--- src/rtl/led_flow_monitor_if.sv ---
// Bundle of the LED bus, the clear pulse and every observation output of
// led_flow_monitor. The lights side (or a bench) uses the master view; the
// monitor itself uses the slave view.
interface led_flow_monitor_if;
  logic [7:0]  led;
  logic        clr;
  logic [2:0]  pos;
  logic        dir;
  logic        running;
  logic [23:0] period;
  logic [15:0] step_cnt;
  logic        locked;
  logic        err;
  logic        fsm_state;

  modport master (
    output led, clr,
    input  pos, dir, running, period, step_cnt, locked, err, fsm_state
  );

  modport slave (
    input  led, clr,
    output pos, dir, running, period, step_cnt, locked, err, fsm_state
  );
endinterface

--- src/rtl/led_flow_monitor.sv ---
// Observer for the 8-bit flowing-water LED bus. Registers the bus once, then
// tracks the lit position against the last accepted pattern, recovering shift
// direction, step period, step count and a running flag, and flagging any
// illegal or non-adjacent pattern in a sticky error bit.
//
// Handshake: there is no valid/ready pair here. led is sampled on every rising
// edge; clr is a single-cycle synchronous pulse honoured on the edge where it
// is high. All outputs are registered (locked/fsm_state decode the state
// register only).
module led_flow_monitor #(
  parameter logic [23:0] STALL_LIMIT = 24'd10_000_000
) (
  input  logic               clk,
  input  logic               rst,
  led_flow_monitor_if.slave  bus
);

  localparam logic [0:0] IDLE  = 1'b0;
  localparam logic [0:0] TRACK = 1'b1;

  logic [0:0]  state;
  logic [7:0]  led_q;
  logic [7:0]  ref_pat;
  logic [23:0] cnt;
  logic [2:0]  pos_q;
  logic        dir_q;
  logic        running_q;
  logic [23:0] period_q;
  logic [15:0] step_cnt_q;
  logic        err_q;

  logic        led_onehot;
  logic        step_left;
  logic        step_right;
  logic [2:0]  led_idx;
  logic [23:0] cnt_inc;

  // Pattern classification of the registered bus against the reference.
  always_comb begin
    led_onehot = (led_q != 8'd0) && ((led_q & (led_q - 8'd1)) == 8'd0);
    step_left  = ({ref_pat[6:0], ref_pat[7]} == led_q);
    step_right = ({ref_pat[0], ref_pat[7:1]} == led_q);
    led_idx    = 3'd0;
    for (int i = 0; i < 8; i++) begin
      if (led_q[i]) led_idx = 3'(i);
    end
    // Saturating increment; also serves as the period of an accepted step.
    cnt_inc = (cnt == 24'hFF_FFFF) ? cnt : cnt + 24'd1;
  end

  // Input register, tracking FSM and all observation state. The clr clause
  // sits last so it overrides any error set or step count in the same cycle.
  always_ff @(posedge clk or negedge rst) begin
    if (!rst) begin
      led_q      <= 8'd0;
      state      <= IDLE;
      ref_pat    <= 8'd0;
      cnt        <= 24'd0;
      pos_q      <= 3'd0;
      dir_q      <= 1'b0;
      running_q  <= 1'b0;
      period_q   <= 24'd0;
      step_cnt_q <= 16'd0;
      err_q      <= 1'b0;
    end else begin
      led_q <= bus.led;
      case (state)
        IDLE: begin
          cnt <= 24'd0;
          if (led_onehot) begin
            ref_pat <= led_q;
            pos_q   <= led_idx;
            state   <= TRACK;
          end
        end
        TRACK: begin
          if (led_q == ref_pat) begin
            cnt <= cnt_inc;
            if (cnt_inc >= STALL_LIMIT) running_q <= 1'b0;
          end else if (step_left || step_right) begin
            ref_pat    <= led_q;
            pos_q      <= led_idx;
            dir_q      <= step_left;
            period_q   <= cnt_inc;
            step_cnt_q <= step_cnt_q + 16'd1;
            running_q  <= 1'b1;
            cnt        <= 24'd0;
          end else if (led_onehot) begin
            // Jump to a non-neighbour: resync without counting a step.
            err_q     <= 1'b1;
            running_q <= 1'b0;
            ref_pat   <= led_q;
            pos_q     <= led_idx;
            cnt       <= 24'd0;
          end else begin
            err_q     <= 1'b1;
            running_q <= 1'b0;
            cnt       <= 24'd0;
            state     <= IDLE;
          end
        end
        default: state <= IDLE;
      endcase
      if (bus.clr) begin
        err_q      <= 1'b0;
        step_cnt_q <= 16'd0;
      end
    end
  end

  assign bus.pos       = pos_q;
  assign bus.dir       = dir_q;
  assign bus.running   = running_q;
  assign bus.period    = period_q;
  assign bus.step_cnt  = step_cnt_q;
  assign bus.locked    = (state == TRACK);
  assign bus.err       = err_q;
  assign bus.fsm_state = state;

endmodule

--- src/flat_wrapper.sv ---
// flat-port wrapper written by rule: the top's interface ports become plain ports
module led_flow_monitor_flat 
#(
  parameter logic [23:0] STALL_LIMIT = 24'd10_000_000
)
  (clk, rst, bus_led, bus_clr, bus_pos, bus_dir, bus_running, bus_period, bus_step_cnt, bus_locked, bus_err, bus_fsm_state);
  led_flow_monitor_if bus_i ();
  input  logic clk;
  input  logic rst;
  input wire logic [$bits(bus_i.led)-1:0] bus_led;
  input wire logic [$bits(bus_i.clr)-1:0] bus_clr;
  output wire logic [$bits(bus_i.pos)-1:0] bus_pos;
  output wire logic [$bits(bus_i.dir)-1:0] bus_dir;
  output wire logic [$bits(bus_i.running)-1:0] bus_running;
  output wire logic [$bits(bus_i.period)-1:0] bus_period;
  output wire logic [$bits(bus_i.step_cnt)-1:0] bus_step_cnt;
  output wire logic [$bits(bus_i.locked)-1:0] bus_locked;
  output wire logic [$bits(bus_i.err)-1:0] bus_err;
  output wire logic [$bits(bus_i.fsm_state)-1:0] bus_fsm_state;
  assign bus_i.led = bus_led;
  assign bus_i.clr = bus_clr;
  assign bus_pos = bus_i.pos;
  assign bus_dir = bus_i.dir;
  assign bus_running = bus_i.running;
  assign bus_period = bus_i.period;
  assign bus_step_cnt = bus_i.step_cnt;
  assign bus_locked = bus_i.locked;
  assign bus_err = bus_i.err;
  assign bus_fsm_state = bus_i.fsm_state;
  led_flow_monitor #(.STALL_LIMIT(STALL_LIMIT)) u_core (.clk(clk), .rst(rst), .bus(bus_i));
endmodule
--- config.mk ---
export PLATFORM = sky130hd
export DESIGN_NAME = led_flow_monitor_flat
export DESIGN_NICKNAME = d
export VERILOG_FILES = /design/src/rtl/led_flow_monitor_if.sv /design/src/rtl/led_flow_monitor.sv /design/src/flat_wrapper.sv
export SDC_FILE = /design/constraint.sdc
export NUM_CORES = 1
export LEC_CHECK = 0
export BUFFER_PORTS_ARGS = -buffer_cell sky130_fd_sc_hd__buf_2
export CAP_MARGIN = 10
export CORE_UTILIZATION = 41
export CTS_CLUSTER_SIZE = 12
export DETAILED_ROUTE_END_ITERATION = 8
export PLACE_DENSITY_LB_ADDON = 0.2
export SLEW_MARGIN = 20
export SYNTH_ARGS = -nofsm -noshare
export SYNTH_HDL_FRONTEND = slang
export SYNTH_SLANG_ARGS = --single-unit
--- constraint.sdc ---
create_clock -name clk -period 2.1 [get_ports clk]
set_input_delay 0.105 -clock clk [delete_from_list [all_inputs] [get_ports clk]]
set_output_delay 0.105 -clock clk [all_outputs]
set_load 0.02 [all_outputs]
==> summary.md <==
| Metric | Value |
|---|---|
| Req. time, crit path | `2.37 ns` |
| Skew-Pair Late Insertion Delay | `0.37 ns` |
| First-pass GRT wire length | `17000 um` |
| Hold Path Class | `input pin to register` |
| Detailed Routing Iterations Pass 1 | `4` |
| Status | `complete, but fails checks` |
| Final ANT Viol Nets | `0` |
| Port Buf Inserts | `58` |
| Nets | `~600` |
| Syn Nets | `about 440` |
| Gr usage total | `19.43%` |
| Cell variety after synth | `54` |
| CTS tree | `yes` |
| Max Slew Vio Count | `0` |
| Worst EP arrival | `2.56 ns` |
| Largest net degree at the start of global routing | `45` |
| Layout cells sized above 1 | `46.46%` |
| Mapped Area | `0.004299 mm^2` |
| CTS H-tree lvls | `3` |
| Peak Freq | `around 440 MHz` |
| Final Cell Area | `0.006320 mm^2` |
| CP max-delay cell | `dfrtp_1` |
| Setup WS post-layout | `-0.1844 ns` |
| WL/cell | `roughly 15 um` |
| Die H | `104.4 um` |
| DR DRC count | `0` |
| Unrepaired setup endpoints after global routing | `true` |
| Clock tree buffer depth | `2` |
| Routed WL | `10770 um` |
| Avg Inst Size Synth | `~10 um^2` |
| RePlAce Congestion | `0.8641` |
| Total gr overflow | `0` |
| Setup CP Type | `register to register` |
| Core area | `around 0.010 mm^2` |
| Power share of the sequential group | `52.2%` |
| Area Overhead vs Synth | `47.00%` |
| Slew Limit Headroom | `50.78%` |
| Critical-path cell list | `ha_2 > nand4_1 > buf_6 > buf_6 > nor3_4 > buf_6 > a211oi_2 > xnor2_1 > o2111ai_1 > a41o_1 > a32oi_1` |
| I/O pin cnt | `59` |
| Setup violators final | `24` |
| Fin. Hold Viols | `0` |
| Placement Cell Area | `about 0.0053 mm^2` |
| Failing checks | `setup timing` |
| Min Tclk post-route | `roughly 2.3 ns` |
| Leakage power | `0.002947 uW` |
| Post-synth EDFFs | `0` |
| Sequential area share after synthesis | `50.64%` |
| P_sw | `between 1000 and 1500 uW` |
| Ys flop type | `dfrtp_1` |
| Commonest non-fill, non-tap cell in the layout | `buf_4` |
| Final period util | `108.8%` |
| Pwr Density | `574.2 mW/mm^2` |
| Max-Cap Viols | `0` |
| Diode count | `0` |
| Slew @ Worst Pin | `0.7374 ns` |
| CTS Root Cell | `clkbuf_8` |
| Number of global-route vias before repair | `~3600` |
| Synthesized flop and latch total | `87` |
| Internal power | `2578 uW` |
| Sw Ratio | `28.96%` |
| DR vias/cell | `5.066` |
| Initial antenna violation count | `0` |
| DRT iter0 DRCs | `110` |
| Final Util | `61.77%` |
| CTS Buf Count | `9` |
| Clock power frac | `29.5%` |
| Combinational share of power | `18.3%` |
| Rows | `37` |
| Die span in x | `between 100 and 150 um` |
| Crit path max fanout | `4` |
| Routed via count | `3698` |
| Critical path capture point type | `register` |
| Most frequent CP cell | `buf_6` |
| CTS clk-pin slew, worst paths | `0.10 ns` |
| DP HPWL | `7114 um` |
| Post-synthesis async set-or-reset flop share | `100.0%` |
| Final Skew | `~0.015 ns` |
| Fin Hold WS | `0.1064 ns` |
| Non-Filler Instances | `730` |
| Synth warn | `0` |
| Die Area | `approximately 0.011 mm^2` |
| Mapped Cells | `428` |
| Inst Count DP | `675` |
| Peak supply drop | `between 0.5 and 0.6 mV` |
| Clk sinks | `87` |
| Starting Density | `a little over two fifths` |
| Setup TNS | `-1.367 ns` |
| Fill count | `840` |
| Worst setup SP type | `register` |
| Largest stage delay on the critical path | `0.37 ns` |
| Commonest non-fill, non-tap cells in the layout | `buf_4, dfrtp_1, nor2_1` |
sequential cells by signal, indices dropped and copies added, names as in the netlist:
register and count:
u_core.bus.pos 3, u_core.bus.period 24, u_core.bus.dir 1, u_core.bus.running 1
u_core.bus.err 1, u_core.bus.fsm_state 1, u_core.ref_pat 8, u_core.led_q 8
u_core.cnt 24, u_core.bus.step_cnt 16
kinds of logic after synthesis:
logic type | count (synthesis) | share of synthesized area, %
AO/OA/AOI/OAI | 55 | 8.702
XOR/XNOR | 61 | 12.43
adder cells (fa/ha/maj) | 2 | 0.5820
buffers and inverters | 31 | 3.230
flip-flops | 87 | 50.64
multiplexers | 16 | 4.075
AND/OR/NAND/NOR | 176 | 20.34
synth_stat cells, types with 4 or more instances:
cell type | number | area share, %
nand3_1 | 10 | 1.2
nor2_1 | 71 | 6.2
dfrtp_1 | 87 | 51
buf_2 | 9 | 1.0
or3_1 | 5 | 0.73
inv_1 | 8 | 0.70
nor2b_1 | 4 | 0.58
mux2i_1 | 4 | 0.93
nor4_1 | 10 | 1.5
o21ai_0 | 5 | 0.58
xor2_1 | 8 | 1.6
nand4_1 | 10 | 1.5
xnor2_1 | 53 | 11
nor3_1 | 7 | 0.81
a21oi_1 | 28 | 3.3
nand2_1 | 30 | 2.6
mux2_2 | 12 | 3.1
clkbuf_1 | 9 | 0.79
and3_1 | 7 | 1.0
path summary, 6_finish.rpt:
path | slack (ns) | startpoint | cells after the start | end
max | -0.18 | u_core.cnt[1] | 11 | u_core.bus.running
max reg2reg | -0.18 | u_core.cnt[1] | 11 | u_core.bus.running
max in group asynchronous | 1.19 | rst | 3 | u_core.led_q[7]
min in group asynchronous | 0.28 | rst | 2 | u_core.bus.step_cnt[9]
min | 0.11 | bus_clr | 2 | u_core.bus.step_cnt[14]
min reg2reg | 0.50 | u_core.bus.period[0] | 2 | u_core.bus.period[0]
critical path, delay by kind of cell (launching register included):
| kind | cells | cell delay, ns |
|---|---|---|
| flops | 1 | 0.37 |
| compound gates | 4 | 0.62 |
| fa+ha+maj | 1 | 0.18 |
| simple gates | 2 | 0.36 |
| xor+xnor | 1 | 0.22 |
| buf+inv | 3 | 0.45 |
power groups by stage:
stage               registers, uW  clock network (uW)  logic (uW)
finish                       1890                1070         663
global route                 1910                1180         712
CTS                          1880                1100         529
detailed placement           1910                   0         488
global placement             1910                   0         474
floorplan                    1930                   0         281
per-stage QoR:
stage          total power (uW)  worst slack, ns
6_report                   3629          -0.1844
5_1_grt                    3798          -0.3301
4_1_cts                    3505          -0.1489
3_5_place_dp               2399          -0.1572
3_3_place_gp               2381          -0.1019
2_1_floorplan              2214        -0.004655
cell type report:
cell class	count	area, um^2	share of cell area [%]
multi-input cells	311	2512	39.75
repair buffers	171	1245	19.70
flip-flops and latches	87	2186	34.59
inverters	9	36.28	0.5741
clock buffers	9	123.9	1.960
well taps	136	170.2	2.693
clock inverters	7	46.29	0.7325
per-layer routing:
metal  vias up  track usage [%]  wire [um]
met1      1838            26.33       5056
met4         0            6.224        178
met2        55            31.79       5241
met5         -                0          0
met3        14            3.133        294
li1       1791                -          -
what timing repair did:
item,CTS,global route
hold buffers,9,0
cloned,1,1
setup endpoints to repair,36,61
gates resized for setup,36,80
setup buffers,12,19
endpoints found under the hold margin,50,0
pin swaps,18,51
Note: power is estimated with default switching activity, not from simulation.
